### src/rtl/pingpong_line_reader.sv
`default_nettype none
// ============================================================================
// Module   : pingpong_line_reader
// Drains each completed ping-pong bank line as a framed valid/ready pixel
// stream and counts line overruns. Optional macro PINGPONG_MIRROR_EN reads
// each line in descending address order (horizontal mirror).
// Revision : 1.0 - initial release
// ============================================================================
module pingpong_line_reader #(
    parameter int DATA_W   = 12,
    parameter int ADDR_W   = 10,
    parameter int LINE_LEN = 640
) (
    input  logic              clk,
    input  logic              aclr,
    input  logic              rama_wren,
    input  logic              ramb_wren,
    input  logic [DATA_W-1:0] rama_q,
    input  logic [DATA_W-1:0] ramb_q,
    output logic [ADDR_W-1:0] rama_rdaddr,
    output logic [ADDR_W-1:0] ramb_rdaddr,
    output logic [DATA_W-1:0] pix_data,
    output logic              pix_valid,
    input  logic              pix_ready,
    output logic              line_start,
    output logic              line_end,
    output logic              line_bank,
    output logic [7:0]        overrun_cnt
);
    typedef logic [1:0] state_t;
    localparam state_t            c_IDLE = 2'd0;
    localparam state_t            c_RD_A = 2'd1;
    localparam state_t            c_RD_B = 2'd2;
    localparam logic [ADDR_W-1:0] c_LAST = ADDR_W'(LINE_LEN - 1);

    state_t            r_state, w_state_nxt;
    logic [ADDR_W-1:0] r_rcnt, w_rcnt_nxt, w_addr;
    logic              r_wrena_d, r_wrenb_d, r_pend_a, r_pend_b, r_b_older;
    logic              w_done_a, w_done_b, w_ovr_a, w_ovr_b;
    logic              w_clr_a, w_clr_b, w_keep_a, w_keep_b;
    logic              r_inflight, r_if_start, r_if_end, r_if_bank;
    logic [1:0]        r_occ;
    logic              r_wptr, r_rptr;
    logic [DATA_W-1:0] r_fifo_data [2];
    logic [1:0]        r_fifo_start, r_fifo_end, r_fifo_bank;
    logic [7:0]        r_overrun_cnt;
    logic              w_pop, w_issue, w_reading, w_last;
    logic [2:0]        w_used;
    logic [8:0]        w_ovr_total;

    assign w_done_a  = r_wrena_d & ~rama_wren;
    assign w_done_b  = r_wrenb_d & ~ramb_wren;
    assign w_ovr_a   = w_done_a & (r_pend_a | (r_state == c_RD_A));
    assign w_ovr_b   = w_done_b & (r_pend_b | (r_state == c_RD_B));

    // A slot freed by this cycle's pop is reusable at once, sustaining 1 pixel/cycle.
    assign pix_valid = (r_occ != 2'd0);
    assign w_pop     = pix_valid & pix_ready;
    assign w_used    = {1'b0, r_occ} + {2'b00, r_inflight} - {2'b00, w_pop};
    assign w_reading = (r_state == c_RD_A) | (r_state == c_RD_B);
    assign w_issue   = w_reading & (w_used < 3'd2);
    assign w_last    = (r_rcnt == c_LAST);

`ifdef PINGPONG_MIRROR_EN
    assign w_addr = c_LAST - r_rcnt;
`else
    assign w_addr = r_rcnt;
`endif

    assign rama_rdaddr = (r_state == c_RD_A) ? w_addr : '0;
    assign ramb_rdaddr = (r_state == c_RD_B) ? w_addr : '0;
    assign pix_data    = r_fifo_data[r_rptr];
    assign line_start  = r_fifo_start[r_rptr];
    assign line_end    = r_fifo_end[r_rptr];
    assign line_bank   = r_fifo_bank[r_rptr];
    assign overrun_cnt = r_overrun_cnt;

    assign w_keep_a    = r_pend_a & ~w_clr_a;
    assign w_keep_b    = r_pend_b & ~w_clr_b;
    assign w_ovr_total = {1'b0, r_overrun_cnt} + 9'(w_ovr_a) + 9'(w_ovr_b);

    always_comb begin
        w_state_nxt = r_state;
        w_rcnt_nxt  = r_rcnt;
        w_clr_a     = 1'b0;
        w_clr_b     = 1'b0;
        case (r_state)
            c_IDLE: begin
                if (r_pend_a && (!r_pend_b || !r_b_older)) begin
                    w_state_nxt = c_RD_A;
                    w_clr_a     = 1'b1;
                    w_rcnt_nxt  = '0;
                end else if (r_pend_b) begin
                    w_state_nxt = c_RD_B;
                    w_clr_b     = 1'b1;
                    w_rcnt_nxt  = '0;
                end
            end
            c_RD_A: begin
                if (w_issue) begin
                    if (!w_last) begin
                        w_rcnt_nxt = r_rcnt + ADDR_W'(1);
                    end else if (r_pend_b) begin
                        w_state_nxt = c_RD_B;
                        w_clr_b     = 1'b1;
                        w_rcnt_nxt  = '0;
                    end else begin
                        w_state_nxt = c_IDLE;
                        w_rcnt_nxt  = '0;
                    end
                end
            end
            c_RD_B: begin
                if (w_issue) begin
                    if (!w_last) begin
                        w_rcnt_nxt = r_rcnt + ADDR_W'(1);
                    end else if (r_pend_a) begin
                        w_state_nxt = c_RD_A;
                        w_clr_a     = 1'b1;
                        w_rcnt_nxt  = '0;
                    end else begin
                        w_state_nxt = c_IDLE;
                        w_rcnt_nxt  = '0;
                    end
                end
            end
            default: begin
                w_state_nxt = c_IDLE;
                w_rcnt_nxt  = '0;
            end
        endcase
    end

    always_ff @(posedge clk) begin
        if (aclr) begin
            r_wrena_d      <= 1'b0;
            r_wrenb_d      <= 1'b0;
            r_state        <= c_IDLE;
            r_rcnt         <= '0;
            r_pend_a       <= 1'b0;
            r_pend_b       <= 1'b0;
            r_b_older      <= 1'b0;
            r_inflight     <= 1'b0;
            r_if_start     <= 1'b0;
            r_if_end       <= 1'b0;
            r_if_bank      <= 1'b0;
            r_occ          <= 2'd0;
            r_wptr         <= 1'b0;
            r_rptr         <= 1'b0;
            r_fifo_data[0] <= '0;
            r_fifo_data[1] <= '0;
            r_fifo_start   <= 2'b00;
            r_fifo_end     <= 2'b00;
            r_fifo_bank    <= 2'b00;
            r_overrun_cnt  <= 8'd0;
        end else begin
            r_wrena_d  <= rama_wren;
            r_wrenb_d  <= ramb_wren;
            r_state    <= w_state_nxt;
            r_rcnt     <= w_rcnt_nxt;
            r_pend_a   <= w_keep_a | w_done_a;
            r_pend_b   <= w_keep_b | w_done_b;
            // Age order only changes when one flag survives and the other is fresh.
            r_b_older  <= (w_keep_a & w_keep_b) ? r_b_older : (w_keep_b & ~w_keep_a);
            r_inflight <= w_issue;
            r_if_start <= (r_rcnt == '0);
            r_if_end   <= w_last;
            r_if_bank  <= (r_state == c_RD_B);
            if (r_inflight) begin
                r_fifo_data[r_wptr]  <= r_if_bank ? ramb_q : rama_q;
                r_fifo_start[r_wptr] <= r_if_start;
                r_fifo_end[r_wptr]   <= r_if_end;
                r_fifo_bank[r_wptr]  <= r_if_bank;
                r_wptr               <= ~r_wptr;
            end
            if (w_pop) begin
                r_rptr <= ~r_rptr;
            end
            r_occ         <= r_occ + {1'b0, r_inflight} - {1'b0, w_pop};
            r_overrun_cnt <= w_ovr_total[8] ? 8'hFF : w_ovr_total[7:0];
        end
    end

endmodule
`default_nettype wire

### config.mk
export PLATFORM = sky130hd
export DESIGN_NAME = pingpong_line_reader
export DESIGN_NICKNAME = d
export VERILOG_FILES = /design/src/rtl/pingpong_line_reader.sv
export SDC_FILE = /design/constraint.sdc
export NUM_CORES = 1
export LEC_CHECK = 0
export ABC_AREA = 1
export BUFFER_PORTS_ARGS = -buffer_cell sky130_fd_sc_hd__buf_2
export CORE_MARGIN = 1.5
export CORE_UTILIZATION = 40
export CTS_CLUSTER_DIAMETER = 30
export DETAILED_ROUTE_END_ITERATION = 10
export GPL_TIMING_DRIVEN = 1
export SYNTH_ARGS = -nofsm -noshare
export SYNTH_HDL_FRONTEND = slang
export SYNTH_SLANG_ARGS = --single-unit
### constraint.sdc
create_clock -name clk -period 3.59 [get_ports clk]
set_clock_uncertainty 0.2 [all_clocks]
set_input_delay 0.359 -clock clk [delete_from_list [all_inputs] [get_ports clk]]
set_output_delay 0.359 -clock clk [all_outputs]
set_load 0.05 [all_outputs]
Word-level counts from Yosys, hierarchy flattened. Memory sizes are Yosys's and may differ from the RTL's. A register that Yosys moved wholly into a read port is not among the register bits. Index checks and enable logic that the tools add are counted.

Bitwise operators: 22. $lt $le $gt $ge: 4. $add $sub $neg: 7. Reduce and logical (&&, ||, !) cells: 12. Equality and inequality tests: 9. Multiplexer cells: 49.

Operators by type and width (number): 10-bit 2-to-1 mux (6); 1-bit 2-to-1 mux (25); 12-bit 2-to-1 mux (2); 10-bit one-hot mux with 2 select lines (1); 2-bit 2-to-1 mux (7); 12-bit OR reduction (1); 10-bit by 1-bit adder with 10-bit output (second input constant) (1); 1-bit AND (10); 10-bit == test (second input constant) (1); 10-bit logical NOT (1); 8-bit by 1-bit adder with 9-bit output (1); 9-bit by 1-bit adder with 9-bit output (1); 8-bit 2-to-1 mux (1); 2-bit != test (second input constant) (4); 1-bit inverter (7); 2-bit bitwise mux (3); 2-bit one-hot mux with 3 select lines (1); 1-bit bitwise OR (5); 5-bit AND reduction (1); 1-bit by 2-bit < comparator with 1-bit output (second input constant) (2); 1-bit one-hot mux with 2 select lines (2); 2-bit by 1-bit adder with 3-bit output (1); 3-bit by 2-bit < comparator with 1-bit output (second input constant) (1); 3-bit != test (second input constant) (1); other kinds (15) (17).

RAM bits: 24. Register bits: 39. Input bits: 29. Memories: 1. Word-level logic and storage cells: 122.

Memory list: r_fifo_data (depth 2, bits a word 12, read ports 1, clocked after memory_dff 1, write ports 2, RTL line 44) `logic [DATA_W-1:0] r_fifo_data [2];`.

Depth between registers and ports, before layout.
Depth after elaboration: 11. Mapped depth: 18. Mapped depth without buffers: 17.

Worst setup path before layout. No wires, ideal clock.

Path kind: register to register. Start: register r_occ[1]. End: register r_rcnt[8]. Stages on the path, launching flop included: 18. Required time: 3.262 ns. Setup slack: 0.713 ns. Arrival: 2.549 ns. Path buffers: 1. Setup time: 0.128 ns. Cell sequence: dfxtp_1 -> inv_1 -> nand2_1 -> nand2_1 -> inv_1 -> ha_1 -> inv_1 -> ha_1 -> fa_1 -> inv_1 -> nand2_2 -> o21ai_4 -> nand2_4 -> inv_2 -> buf_6 -> nor2_1 -> nor2_1 -> nor2_1.

Word-level cells in the longest chain between the ends: 7. Elaborated cells on any way between the ends: 8.

RTL lines: start, declared (RTL line 42) `logic [1:0] r_occ;`; start signal, assigned (RTL line 179) `r_occ <= r_occ + {1'b0, r_inflight} - {1'b0, w_pop};`; 2-bit nonzero test (RTL line 57) `assign pix_valid = (r_occ != 2'd0);`; net pix_valid (RTL line 23) `output logic pix_valid,`; 1-bit AND (RTL line 58) `assign w_pop = pix_valid & pix_ready;`; net w_pop (RTL line 47) `logic w_pop, w_issue, w_reading, w_last;`; 3-bit by 1-bit subtractor with 3-bit output (RTL line 59) `assign w_used = {1'b0, r_occ} + {2'b00, r_inflight} - {2'b00, w_pop};`; net w_used[1] (RTL line 48) `logic [2:0] w_used;`; 3-bit by 2-bit < comparator with 1-bit output (RTL line 61) `assign w_issue = w_reading & (w_used < 3'd2);`; 1-bit AND (RTL line 61); 2-bit by 1-bit != test with 1-bit output (no source line); 2-bit AND reduction (no source line); end signal, assigned (RTL line 160) `r_rcnt <= w_rcnt_nxt;`; end, declared (RTL line 37) `logic [ADDR_W-1:0] r_rcnt, w_rcnt_nxt, w_addr;`.

The timed path passes the listed nets, and every way through them passes these cells. A chain may end at the register's enable or synchronous reset.

Worst setup path after layout.
Start: register r_state[0]. End: register r_overrun_cnt[7] (netlist: overrun_cnt[7]).

Word-level cells in the longest chain between the ends: 6. Elaborated cells on any way between the ends: 9.

RTL lines: start, declared (RTL line 36) `state_t r_state, w_state_nxt;`; start signal, assigned (RTL line 138) `r_state <= c_IDLE;`; start signal, assigned (RTL line 159) `r_state <= w_state_nxt;`; 2-bit by 1-bit == test with 1-bit output (RTL line 53) `assign w_ovr_a = w_done_a & (r_pend_a | (r_state == c_RD_A));`; 1-bit bitwise OR (RTL line 53); 1-bit AND (RTL line 53); 8-bit by 1-bit adder with 9-bit output (RTL line 80) `assign w_ovr_total = {1'b0, r_overrun_cnt} + 9'(w_ovr_a) + 9'(w_ovr_b);`; 9-bit by 1-bit adder with 9-bit output * (RTL line 80); 8-bit 2-to-1 mux * (RTL line 180) `r_overrun_cnt <= w_ovr_total[8] ? 8'hFF : w_ovr_total[7:0];`; end signal, assigned (RTL line 180); end, declared (RTL line 46) `logic [7:0] r_overrun_cnt;`.

Every way passes the cells marked *; elsewhere a longest branch is shown, timed or not.

==> qor.csv <==
stage,metric,value,unit
place,routability cong.,0.811,
global_routing,largest net degree at the start of global routing,21,
global_routing,first-pass GRT wire length,11700,um
clocking,CTS buffer count,9,
yosys,Post-Synthesis Cells,396,
critical_path,crit start category,register,
clocking,htree depth,3,
die,full die area,8860,um2
critical_path,CP Class,reg2reg,
critical_path,worst path buffer plus inverter count,3,
layout,nets,507,
yosys,Synthesized Nets,436,
yosys,"FF+latch count, synth",64,
critical_path,family with the most delay on the worst path,adder cells,
worst_hold_path,Hold EP,r_wrena_d,
timing,PnR worst setup slack,0.761,ns
die,Die Ht,94.2,um
timing,Pins Over Slew Limit,0,
critical_path,RR Startpoint,r_state[0],
critical_path,CP required,3.68,ns
worst_hold_path,worst hold path class,in2reg,
timing,final cycle utilization of the critical path,78.8,%
place,Placed Instance Area,3750,um2
critical_path,"Top cell by count, worst path",inv_1,
timing,Worst-Margin Slew,0.805,ns
route,drt pass-1 iters,4,
outcome,status,completed,
critical_path,Reg2Reg Capture Point,overrun_cnt[7],
global_routing,antenna violations before repair,0,
yosys,Syn Std Cell Area,3320,um2
clocking,CTS tree,built,
route,Vias/cell,4.75,
timing,Rel. slew slack,46.3,%
critical_path,CP Capture Type,register,
route,post-route ant nets,0,
clocking,clk buf depth,2,
critical_path,worst-path maximum fanout,14,
die,Std-Cell Rows,33,
route,routed length per placed instance,12.0,um
clocking,Root Buffer,clkbuf_8,
layout,"commonest non-fill, non-tap cells in the layout","nand2_1 (73), buf_2 (72), inv_1 (61), nor2_1 (55), dfxtp_1 (40)",
route,final wirelength,6920,um
place,Buffers on Ports,72,
yosys,Post-synth EDFFs,24,
clocking,# hold bufs at CTS,0,
die,IO Pins,73,
power_and_ir_drop,Pwr Total,2.72,mW
yosys,Syn. warnings,0,
die,Core ar.,8130,um2
layout,Fillers,809,
route,initial drt markers,83,
yosys,post-synth cell types,42,
worst_hold_path,Worst Min Path Start,rama_wren,
timing,FMAX,353,MHz
layout,design area,3980,um2
critical_path,reg2reg path depth,12,
route,vias,2741,
place,Post-DP HPWL,4860,um
timing,setup tns final,0,ns
timing,final hold viol count,0,
die,initial core utilization,40.9,%
timing,RSZ-0062 raised after global routing,false,
clocking,Sinks on Clock Net,64,
global_routing,gr ovfl total,0,
route,Residual DRC,0,
critical_path,max incr delay on CP,0.50,ns
yosys,sequential area share after synthesis,45.8,%
layout,multi-input logic area,1470,um2
global_routing,GRT Util Overall,17.1,%
yosys,Mapped Avg Cell Area,8.39,um2
critical_path,worst-path cell chain,inv_1 > ha_1 > o211ai_1 > fa_1 > inv_1 > ha_1 > nand3_1 > nor3b_2 > nand3_2 > nand3_1 > nand2_1 > inv_1,
die,die width,94.2,um
yosys,Main synth FF type,dfxtp_1,
worst_hold_path,hold path cells,3,
place,pre-CTS setup slack,0.768,ns
yosys,fraction of registers with async set/reset,0,%
power_and_ir_drop,maximum VDD drop,256,uV
timing,Tmin final,2.83,ns
critical_path,reg2reg setup slack,0.76,ns
clocking,"Clk Latency, worst-skew pair",0.34,ns
timing,final setup vio count,0,
job,maxcap violations,0,
layout,sequential standard cell area,1520,um2
global_routing,vias in the first global route,2636,
layout,layout cells sized above 1,26.7,%
critical_path,slowest cell on the critical path,ha_1,
layout,final antenna diode count,0,
power_and_ir_drop,pwr dens,683,nW/um2
clocking,setup bufs post-CTS,0,
layout,area grow syn2layout,19.9,%
critical_path,Critical Path AT,2.92,ns
clocking,post-CTS resize count,0,
clocking,"CTS clk-pin slew, worst paths",0.07,ns
layout,"most common cell after layout, fill and taps aside",nand2_1,
power_and_ir_drop,LEAKAGE,1.97,nW
[state kept, by name, summed over array words and instances, names as in the netlist, 2 cells and up, named ones only]
| name | cells |
|---|---|
| overrun_cnt | 8 |
| r_fifo_bank | 2 |
| r_fifo_data | 24 |
| r_fifo_end | 2 |
| r_fifo_start | 2 |
| r_occ | 2 |
| r_rcnt | 10 |
| r_state | 2 |
[tightest hold or removal path: cells and delay by family]
kind,cells,cell delay [ns]
and+or+nand+nor,1,0.07
buffers and inverters,2,0.11
[worst max path at each step]
stage | from | to | cells past startpoint
after global placement | r_state[0] | overrun_cnt[5] | 12
final | r_state[0] | overrun_cnt[7] | 12
after CTS | r_state[0] | overrun_cnt[5] | 12
after floorplan | r_occ[1] | r_rcnt[8] | 17
after detailed placement | r_state[0] | overrun_cnt[5] | 12
after global routing | r_state[0] | overrun_cnt[5] | 12
[cell type report]
cell class	instances	share of cell area (%)
Clock buffer	10	3.20
Clock inverter	6	2.70
Inverter	66	6.22
Multi-Input combinational cell	252	37.0
Sequential cell	64	38.2
Tap cell	105	3.30
Timing Repair Buffer	74	9.42
[cell usage after synthesis, types with 2 or more instances]
library cell	count	area share, %
nand3_1	19	2.9
o22ai_1	3	0.56
clkbuf_1	7	0.79
buf_4	2	0.45
nand2_4	3	1.0
o21ai_0	12	1.8
nand2_1	73	8.2
nand4_1	4	0.75
a21oi_1	16	2.4
inv_2	5	0.56
mux2_2	12	4.1
xor2_1	3	0.79
buf_2	3	0.45
edfxtp_1	24	22
mux2i_1	12	3.6
xnor2_1	2	0.53
o21ai_1	2	0.30
nor2_2	4	0.75
nor2_1	55	6.2
inv_1	61	6.9
nand3b_1	2	0.45
ha_1	9	3.4
nand2_2	4	0.75
fa_1	2	1.2
dfxtp_1	40	24
[report_power, final]
group	switching (mW)	leakage (nW)	internal [mW]
clock	0.285	0.116	0.459
sequential	0.0838	0.573	0.851
combinational	0.716	1.28	0.325
[stage by stage]
stage | std cells | util, % | hold slack (ns)
2_1_floorplan | 396 | - | 0.244
3_3_place_gp | 561 | 46.1 | 0.257
3_5_place_dp | 561 | 46.1 | 0.261
4_1_cts | 577 | 49.0 | 0.0212
5_1_grt | 577 | 49.0 | 0.0625
6_report | 577 | 49.0 | 0.0318
[cells by family after synthesis]
family	Yosys count	share of synthesized area [%]
compound gates	38	6.48
xor+xnor	5	1.32
fa+ha+maj	11	4.59
buf+inv	80	9.90
flops	64	45.8
mux	24	7.68
simple gates	174	24.2
[layer usage]
layer	up-vias	share of wire [%]	track usage, %
met5	-	0	0
met4	0	1.7	7.96
met3	8	4.1	3.56
met2	54	48	29.9
met1	1277	46	19.8
li1	1402	-	-
Note: power is estimated with default switching activity, not from simulation.
